[src/rtl/spi_reg_bridge.sv]
// SPI frame decoder in the system clock domain: synchronizes csb/sclk, counts bits,
// then applies each 16-bit command to the control register file or stages a read reply.
module spi_reg_bridge #(
    parameter int         NUM_REGS    = 16,
    parameter logic [6:0] STATUS_ADDR = 7'h7F
) (
    input  logic                  clk,
    input  logic                  rst,
    input  logic                  csb,
    input  logic                  sclk,
    input  logic [15:0]           spi_datao,
    output logic [15:0]           spi_datai,
    input  logic [7:0]            status_i,
    output logic [NUM_REGS*8-1:0] regs_o,
    output logic                  wr_stb,
    output logic [6:0]            wr_addr,
    output logic                  frame_err,
    output logic                  overrun
);
    localparam logic [7:0] LP_NR = 8'(NUM_REGS);

    typedef enum logic [1:0] {IDLE, ACTIVE, DECODE, LOAD} state_t;

    state_t      r_state, w_next;
    logic        r_csb_m, r_csb_s, r_csb_d;
    logic        r_sclk_m, r_sclk_s, r_sclk_d;
    logic [1:0]  r_warm;
    logic [7:0]  r_cnt;
    logic [15:0] r_reply;
    logic        r_reply_ok;
    logic [7:0]  r_regs [NUM_REGS];

    logic        w_csb_fall, w_csb_rise, w_sclk_rise;
    logic        w_clr_cnt, w_inc_cnt, w_do_dec, w_load, w_ovr;
    logic        w_wr, w_in_range;
    logic [6:0]  w_addr;
    logic [7:0]  w_wdata, w_rd, w_reply;

    // A fall is only trusted once the edge-detect flop holds a real sample,
    // so the reset value of the synchronizer cannot fake a frame start.
    assign w_csb_fall  = r_csb_d & ~r_csb_s & (r_warm == 2'd3);
    assign w_csb_rise  = ~r_csb_d & r_csb_s;
    assign w_sclk_rise = ~r_sclk_d & r_sclk_s;

    assign w_wr       = spi_datao[15];
    assign w_addr     = spi_datao[14:8];
    assign w_wdata    = spi_datao[7:0];
    assign w_in_range = ({1'b0, w_addr} < LP_NR);

    always_comb begin
        w_rd = '0;
        for (int k = 0; k < NUM_REGS; k++)
            if (w_addr == k[6:0]) w_rd = r_regs[k];
    end

    always_comb begin
        w_reply = 8'h00;
        if (w_in_range)                 w_reply = w_wr ? w_wdata : w_rd;
        else if (w_addr == STATUS_ADDR) w_reply = status_i;
    end

    always_comb begin
        w_next    = r_state;
        w_clr_cnt = 1'b0;
        w_inc_cnt = 1'b0;
        w_do_dec  = 1'b0;
        w_load    = 1'b0;
        w_ovr     = 1'b0;
        case (r_state)
            IDLE: if (w_csb_fall) begin
                w_clr_cnt = 1'b1;
                w_next    = ACTIVE;
            end
            ACTIVE: begin
                w_inc_cnt = w_sclk_rise;
                if (w_csb_rise) w_next = DECODE;
            end
            DECODE: begin
                w_do_dec = 1'b1;
                w_next   = LOAD;
            end
            default: begin
                // A raw fall already inside the synchronizer is too late to load safely.
                if (!r_csb_s || !r_csb_m) begin
                    w_clr_cnt = 1'b1;
                    w_ovr     = r_reply_ok;
                    w_next    = ACTIVE;
                end else begin
                    w_load = r_reply_ok;
                    w_next = IDLE;
                end
            end
        endcase
    end

    always_ff @(posedge clk) begin
        if (rst) begin
            r_state    <= IDLE;
            r_csb_m    <= 1'b1;
            r_csb_s    <= 1'b1;
            r_csb_d    <= 1'b1;
            r_sclk_m   <= 1'b0;
            r_sclk_s   <= 1'b0;
            r_sclk_d   <= 1'b0;
            r_warm     <= 2'd0;
            r_cnt      <= 8'd0;
            r_reply    <= 16'h0000;
            r_reply_ok <= 1'b0;
            spi_datai  <= 16'h0000;
            wr_stb     <= 1'b0;
            wr_addr    <= 7'd0;
            frame_err  <= 1'b0;
            overrun    <= 1'b0;
            for (int k = 0; k < NUM_REGS; k++) r_regs[k] <= 8'h00;
        end else begin
            r_state   <= w_next;
            r_csb_m   <= csb;
            r_csb_s   <= r_csb_m;
            r_csb_d   <= r_csb_s;
            r_sclk_m  <= sclk;
            r_sclk_s  <= r_sclk_m;
            r_sclk_d  <= r_sclk_s;
            if (r_warm != 2'd3) r_warm <= r_warm + 2'd1;
            wr_stb    <= 1'b0;
            frame_err <= 1'b0;
            overrun   <= w_ovr;

            if (w_clr_cnt)                       r_cnt <= 8'd0;
            else if (w_inc_cnt && r_cnt != 8'hFF) r_cnt <= r_cnt + 8'd1;

            if (w_do_dec) begin
                r_reply_ok <= 1'b0;
                if (r_cnt != 8'd16 || (w_wr && !w_in_range)) begin
                    frame_err <= 1'b1;
                end else begin
                    if (w_wr) begin
                        for (int k = 0; k < NUM_REGS; k++)
                            if (w_addr == k[6:0]) r_regs[k] <= w_wdata;
                        wr_stb  <= 1'b1;
                        wr_addr <= w_addr;
                    end
                    r_reply    <= {1'b0, w_addr, w_reply};
                    r_reply_ok <= 1'b1;
                end
            end

            if (w_load) spi_datai <= r_reply;
        end
    end

    for (genvar k = 0; k < NUM_REGS; k++) begin : g_out
        assign regs_o[k*8 +: 8] = r_regs[k];
    end
endmodule
[config.mk]
export PLATFORM = sky130hd
export DESIGN_NAME = spi_reg_bridge
export DESIGN_NICKNAME = d
export VERILOG_FILES = /design/src/rtl/spi_reg_bridge.sv
export SDC_FILE = /design/constraint.sdc
export NUM_CORES = 1
export LEC_CHECK = 0
export ABC_AREA = 1
export CORE_MARGIN = 5
export CORE_UTILIZATION = 51
export DETAILED_ROUTE_END_ITERATION = 8
export PLACE_DENSITY = 0.81
export SLEW_MARGIN = 20
export SYNTH_ARGS = -nofsm -noshare
export SYNTH_HDL_FRONTEND = slang
export SYNTH_SLANG_ARGS = --single-unit
export TNS_END_PERCENT = 100
[constraint.sdc]
create_clock -name clk -period 3.2 [get_ports clk]
set_input_delay 0.8 -clock clk [delete_from_list [all_inputs] [get_ports clk]]
set_output_delay 0.8 -clock clk [all_outputs]
set_load 0.02 [all_outputs]
==> impl_metrics.csv, run 1 <==
group,metric,value,unit
critical_path,path_class,"input pin to flop",
drt,drt_first_pass_iters,6,
synthesis,synth_edf_count,128,
drt,vias,7156,
global_route,grt_pass1_vias,6993,
synthesis,synth_ff_type,"edfxtp_1",
drt,initialDrtViolationCount,822,
critical_path,cp_max_fo,9,
sta,rsz0062_at_grt,"no",
drt,vias_per_cell,5.40,
clock_tree,post_cts_buffers,0,
critical_path,r2r_setup_slack,0.93,ns
global_route,grt-ovfl-total,0,
global_route,grtUsageTotal,27.5,%
floorplanning,initial_utilization,51.7,%
sta,fin_crit_sh,89.0,%
sta,setup_tns,0,ns
synthesis,synth_cell_types,38,
power,power_density,506,nW/µm²
critical_path,cp_data_arrival_time,3.21,ns
hold_path,hold_class,"flop to flop",
place,gp_congestion,0.973,
critical_path,rr_worst_depth,8,
sta,final-hold-violation-count,0,
clock_tree,clk_pin_slew,0.06,ns
floorplanning,die_w,137,µm
critical_path,worst_setup_path_start_kind,"input pin",
sta,tightestPinTransition,0.685,ns
clock_tree,ctsLongestPathBuffers,2,
clock_tree,holdBufCountCts,0,
flow_run,cap_violations,0,
critical_path,end_kind,"flop",
place,dp.cells,1293,
floorplanning,coreArea,15800,µm²
clock_tree,clock_sinks,187,
global_route,grt_start_max_net_pins,27,
floorplanning,dieArea,18700,µm²
drt,wl,25500,µm
drt,wl_per_cell,19.2,µm
sta,slew_headroom,54.2,%
global_route,grt_pass1_wl,38400,µm
critical_path,timing.rr.end,"r_regs[1][58]$_DFFE_PP_",
critical_path,timing.rr.start,"r_cnt[5]$_SDFFE_PP0P_",
final_layout,drive_gt1_share,11.1,%
final_layout,layout.nets,1132,
synthesis,synth_area,8180,µm²
drt,ant_nets,0,
synthesis,syn-num-nets,902,
floorplanning,ioPinCount,182,
clock_tree,cts_tree,"done",
clock_tree,numCtsBuffers,17,
synthesis,ys_ff_latch,187,
power,p_leak,4.34,nW
final_layout,area_growth,36.6,%
place,io_buffer_count,180,
sta,fmax,351,MHz
synthesis,syn_inst,866,
final_layout,final_cell_mix,"180 x clkdlybuf4s50_1, 165 x nor2_1, 137 x nand2_1",
global_route,antenna_found_initial,0,
place,hpwl,18800,µm
sta,setup_viol,0,
critical_path,startpoint,"spi_datao[11]",
outcome,status,"completed",
clock_tree,clock_latency,0.43,ns
synthesis,ys.warnings.count,0,
clock_tree,root_buffer,"clkbuf_16",
drt,route.detailed.drc,0,
synthesis,synth.avg_cell_area,9.44,µm²
synthesis,yosysSeqAreaShare,61.4,%
critical_path,required,3.56,ns
final_layout,stdcell_count,1326,
sta,slew_violations,0,
critical_path,cp-endpoint,"r_reply[0]$_SDFFE_PP0P_",
final_layout,final_common_cell,"clkdlybuf4s50_1",
synthesis,ys_async_sr_fraction,0,%
floorplanning,die_y,137,µm
power,ir_drop,0.396,mV
sta,skew,0.00963,ns
sta,fin_crit,2.85,ns
clock_tree,post_cts_resized,0,
clock_tree,htree_levels,4,
floorplanning,num_rows,46,
synthesized netlist by cell type, types with 2 or more instances:
cell / n / share of area, %
nor2_1: 165 / 7.6
nand2_1: 137 / 6.3
edfxtp_1: 128 / 47
inv_1: 91 / 4.2
dfxtp_1: 59 / 14
nand3_1: 58 / 3.5
o21ai_0: 52 / 3.2
a21oi_1: 44 / 2.7
nand4_1: 21 / 1.6
clkbuf_1: 13 / 0.60
nand2_2: 10 / 0.76
clkinv_1: 9 / 0.41
nor2_4: 9 / 1.2
or2_0: 9 / 0.69
ha_1: 8 / 1.2
inv_2: 7 / 0.32
buf_2: 6 / 0.37
nor2_2: 5 / 0.38
nor3_1: 4 / 0.24
o211ai_1: 4 / 0.37
or2_2: 4 / 0.31
nand3_4: 3 / 0.64
a21oi_2: 2 / 0.21
buf_4: 2 / 0.18
o21bai_1: 2 / 0.18
or2_1: 2 / 0.15
worst max-delay path, cell delays in order:
cell	delay, ns
clkdlybuf4s50_1	0.46
inv_1	0.14
nand2_1	0.21
nor2_2	0.48
nand3_1	0.21
nand2_1	0.11
nor2_1	0.05
nand3_1	0.10
nor2_1	0.06
nand4_1	0.07
nand2_1	0.07
nand3_1	0.07
nand2_1	0.07
nand4_1	0.09
nand2_1	0.08
a21oi_1	0.12
through the flow:
stage / power (mW) / setup slack (ns) / hold WS (ns) / area, µm² / util [%]
5_1_grt: 5.81 / 0.159 / 0.430 / 11200 / 70.5
3_5_place_dp: 3.59 / 0.00658 / 0.396 / 10600 / 66.8
3_3_place_gp: 3.58 / 0.0610 / 0.396 / 10600 / 66.8
4_1_cts: 5.64 / 0.430 / 0.410 / 11200 / 70.5
2_1_floorplan: 3.19 / 0.354 / 0.388 / 8180 / -
6_report: 5.65 / 0.352 / 0.406 / 11200 / 70.6
where the power goes:
group          switching, mW  internal, mW
combinational          0.438         0.296
clock                  0.889          1.21
sequential             0.103          2.71
cells by family (layout without fill, tap and decap cells):
family / Yosys count / after routing / share of synthesized area, %
and+or+nand+nor: 433 / 433 / 24.1
DFF: 187 / 187 / 61.4
other: 1 / 2 / 0.0459
buffers and inverters: 128 / 371 / 6.06
adders and majority gates: 8 / 8 / 1.22
AOI/OAI and AO/OA: 109 / 109 / 7.08
layout make-up:
class	count	area [µm²]
well taps	216	270
flip-flops and latches	187	5020
clock buffers	22	507
fillers	1171	4660
diodes	1	2.50
clock inverters	10	87.6
repair buffers	232	2220
inverters	107	402
multi-input cells	551	2660
flip-flops by register name (all words and copies together), names as in the netlist, 2 cells and up:
name,flops
r_cnt,8
r_reply,15
r_regs,128
wr_addr,7
r_state,2
spi_datai,15
r_warm,2
how the worst min path moves through the flow:
stage	from	end	cells past startpoint
finish	r_sclk_m$_SDFF_PP0_	r_sclk_s$_SDFF_PP0_	2
global route	r_sclk_m$_SDFF_PP0_	r_sclk_s$_SDFF_PP0_	2
CTS	r_sclk_m$_SDFF_PP0_	r_sclk_s$_SDFF_PP0_	2
detailed placement	r_sclk_m$_SDFF_PP0_	r_sclk_s$_SDFF_PP0_	2
global placement	r_sclk_m$_SDFF_PP0_	r_sclk_s$_SDFF_PP0_	2
floorplan	r_sclk_m$_SDFF_PP0_	r_sclk_s$_SDFF_PP0_	2
layer usage:
| metal | part of all wire, % | global-route usage, % | up-vias |
|---|---|---|---|
| met4 | 3.6 | 12.0 | 0 |
| li1 | - | - | 3331 |
| met1 | 38 | 35.9 | 3301 |
| met3 | 10 | 4.96 | 70 |
| met2 | 48 | 45.2 | 454 |
| met5 | 0 | 0 | - |
No activity file was read; power rests on OpenSTA's default activity.
==> inputs of run 2 (changes only) <==
- CORE_MARGIN: 5 -> 4
- CTS_CLUSTER_SIZE: default -> 24
- SETUP_SLACK_MARGIN: default -> 0.3
==> run 2 against run 1 <==
  * Critical endpoint is now r_reply[3]$_SDFFE_PP0P_
  * Sequential share of layout area is 0.066 points higher
  * Critical path depth stayed put
  * Register-to-register slack hardly changed
  * Largest power group unchanged
==> impl_metrics.csv, run 2 (synthesis gave the netlist of run 1 again) <==
group,metric,value,unit
sta,fin_hold_ws,0.423,ns
place,gp_congestion,0.908,
power,ir_drop,0.373,mV
critical_path,path_class,"input pin to flop",
flow_run,cap_violations,0,
sta,slew_violations,0,
critical_path,cp_data_arrival_time,3.09,ns
final_layout,layout.nets,1135,
final_layout,final_common_cell,"clkdlybuf4s50_1",
critical_path,rr_worst_depth,8,
global_route,antenna_found_initial,0,
sta,fin_crit,2.77,ns
final_layout,reg_top3,"r_regs: 128 flops, r_reply: 15 flops, spi_datai: 15 flops",
sta,tightestPinTransition,0.595,ns
critical_path,worst_setup_path_start_kind,"input pin",
place,io_buffer_count,180,
floorplanning,die_w,135,µm
drt,initialDrtViolationCount,891,
global_route,grt_pass1_wl,37900,µm
clock_tree,ctsLongestPathBuffers,2,
drt,wl_per_cell,18.6,µm
final_layout,fillers,1196,
global_route,grt_pass1_vias,7032,
final_layout,num_antenna_cells,0,
final_layout,drive_gt1_share,12.1,%
clock_tree,cts_tree,"done",
critical_path,critPathSlowestCell,"clkdlybuf4s50_1",
critical_path,required,3.52,ns
clock_tree,clock_sinks,187,
drt,drt_first_pass_iters,6,
clock_tree,post_cts_buffers,0,
sta,skew,0.0106,ns
sta,final-hold-violation-count,0,
final_layout,area_growth,36.4,%
hold_path,worstHoldPathCells,2,
critical_path,cp_max_fo,7,
drt,ant_nets,0,
critical_path,worst-path-buf-inv,2,
power,p_leak,4.33,nW
sta,slew_headroom,60.1,%
clock_tree,clock_latency,0.43,ns
floorplanning,coreArea,15800,µm²
critical_path,end_kind,"flop",
power,power_density,495,nW/µm²
critical_path,timing.rr.end,"r_regs[1][5]$_SDFFCE_PN0P_",
global_route,grtUsageTotal,27.3,%
hold_path,hp-start,"r_sclk_m$_SDFF_PP0_",
sta,setup_tns,0,ns
floorplanning,num_rows,46,
critical_path,slowest_delay,0.62,ns
drt,vias,7171,
global_route,grt_start_max_net_pins,22,
clock_tree,clk_pin_slew,0.06,ns
global_route,grt-ovfl-total,0,
drt,route.detailed.drc,0,
final_layout,regMostFlops,"r_regs",
floorplanning,ioPinCount,182,
sta,rsz0062_at_grt,"yes",
hold_path,hold_class,"flop to flop",
sta,setup_viol,0,
floorplanning,die_y,135,µm
critical_path,r2r_setup_slack,0.92,ns
final_layout,final_cell_mix,"180 x clkdlybuf4s50_1, 162 x nor2_1, 131 x nand2_1",
drt,vias_per_cell,5.40,
clock_tree,numCtsBuffers,17,
final_layout,fin_util,70.7,%
sta,fin_crit_sh,86.6,%
final_layout,largest_reg_flops,128,
drt,wl,24700,µm
floorplanning,dieArea,18100,µm²
clock_tree,holdBufCountCts,0,
critical_path,crit_chain,"clkdlybuf4s50_1 > inv_2 > nand2_2 > nor2_4 > nand2_2 > nor2_1 > nor2_1 > nand3_1 > nand2_1 > nand4_1 > nand2_1 > nand4_1 > nor2_1 > nand3_1 > nand2_1 > a21oi_1",
outcome,status,"completed",
clock_tree,htree_levels,4,
critical_path,path_delay_family,"simple AND/OR/NAND/NOR gates",
critical_path,timing.rr.start,"r_cnt[5]$_SDFFE_PP0P_",
floorplanning,initial_utilization,51.9,%
place,hpwl,18300,µm
sta,fmax,361,MHz
clock_tree,root_buffer,"clkbuf_16",
hold_path,min_to,"r_sclk_s$_SDFF_PP0_",
==> run 2: cell types whose count changed in the layout (fill, tap and decap cells not counted), moves of 2 or more <==
cell,before,now
buf_4,50,55
inv_6,2,0
nand2_1,137,131
clkbuf_8,2,0
inv_4,0,2
nor2_4,9,11
buf_12,2,0
nor2_1,165,162
nand2_2,10,16
clkinv_2,3,5
==> run 2: power breakdown <==
group	leakage, nW	internal (mW)	switching (mW)
sequential	1.70	2.71	0.0995
combinational	2.35	0.300	0.435
clock	0.287	1.08	0.894
==> run 2: area by class of cell <==
type / instances / area (µm²) / share of cell area [%]
clock inverters: 12 / 71.3 / 0.640
inverters: 107 / 402 / 3.60
clock buffers: 20 / 479 / 4.30
repair buffers: 235 / 2210 / 19.9
multi-input cells: 551 / 2690 / 24.1
well taps: 216 / 270 / 2.42
flip-flops and latches: 187 / 5020 / 45.1
==> run 2: tightest hold or removal path, cell delays in order, from the launching register on <==
cell     delay, ns
dfxtp_1       0.30
inv_1         0.05
nor2_1        0.03
==> run 2: timing repair <==
item                                    in CTS  in global routing
endpoints found under the setup margin       0                 30
resized for setup                            0                 11
hold endpoints to repair                     0                  0
==> run 2: through the flow <==
step                setup slack (ns)  power, mW  instance area [µm²]  std cells
floorplan                      0.354       3.19                 8180        866
global placement              0.0520       3.57                10600       1296
detailed placement            0.0104       3.58                10600       1296
CTS                            0.403       5.52                11100       1328
global route                   0.290       5.69                11200       1328
finish                         0.428       5.52                11200       1328
==> run 2: layer usage <==
metal  global-route usage (%)  vias up  routed length, µm
met5                        0        -                  0
met4                     10.7        0                755
li1                         -     3330                  -
met3                     5.25       73               2630
met2                     44.6      484              11900
met1                     36.3     3284               9450
==> run 2: worst max-delay path by stage <==
stage | start | endpoint | cells past startpoint
finish | spi_datao[8] | r_reply[3]$_SDFFE_PP0P_ | 16
global route | spi_datao[13] | r_reply[3]$_SDFFE_PP0P_ | 17
CTS | spi_datao[12] | r_reply[3]$_SDFFE_PP0P_ | 15
detailed placement | spi_datao[8] | r_reply[3]$_SDFFE_PP0P_ | 16
global placement | spi_datao[10] | r_reply[3]$_SDFFE_PP0P_ | 16
floorplan | spi_datao[14] | r_regs[1][16]$_DFFE_PP_ | 10
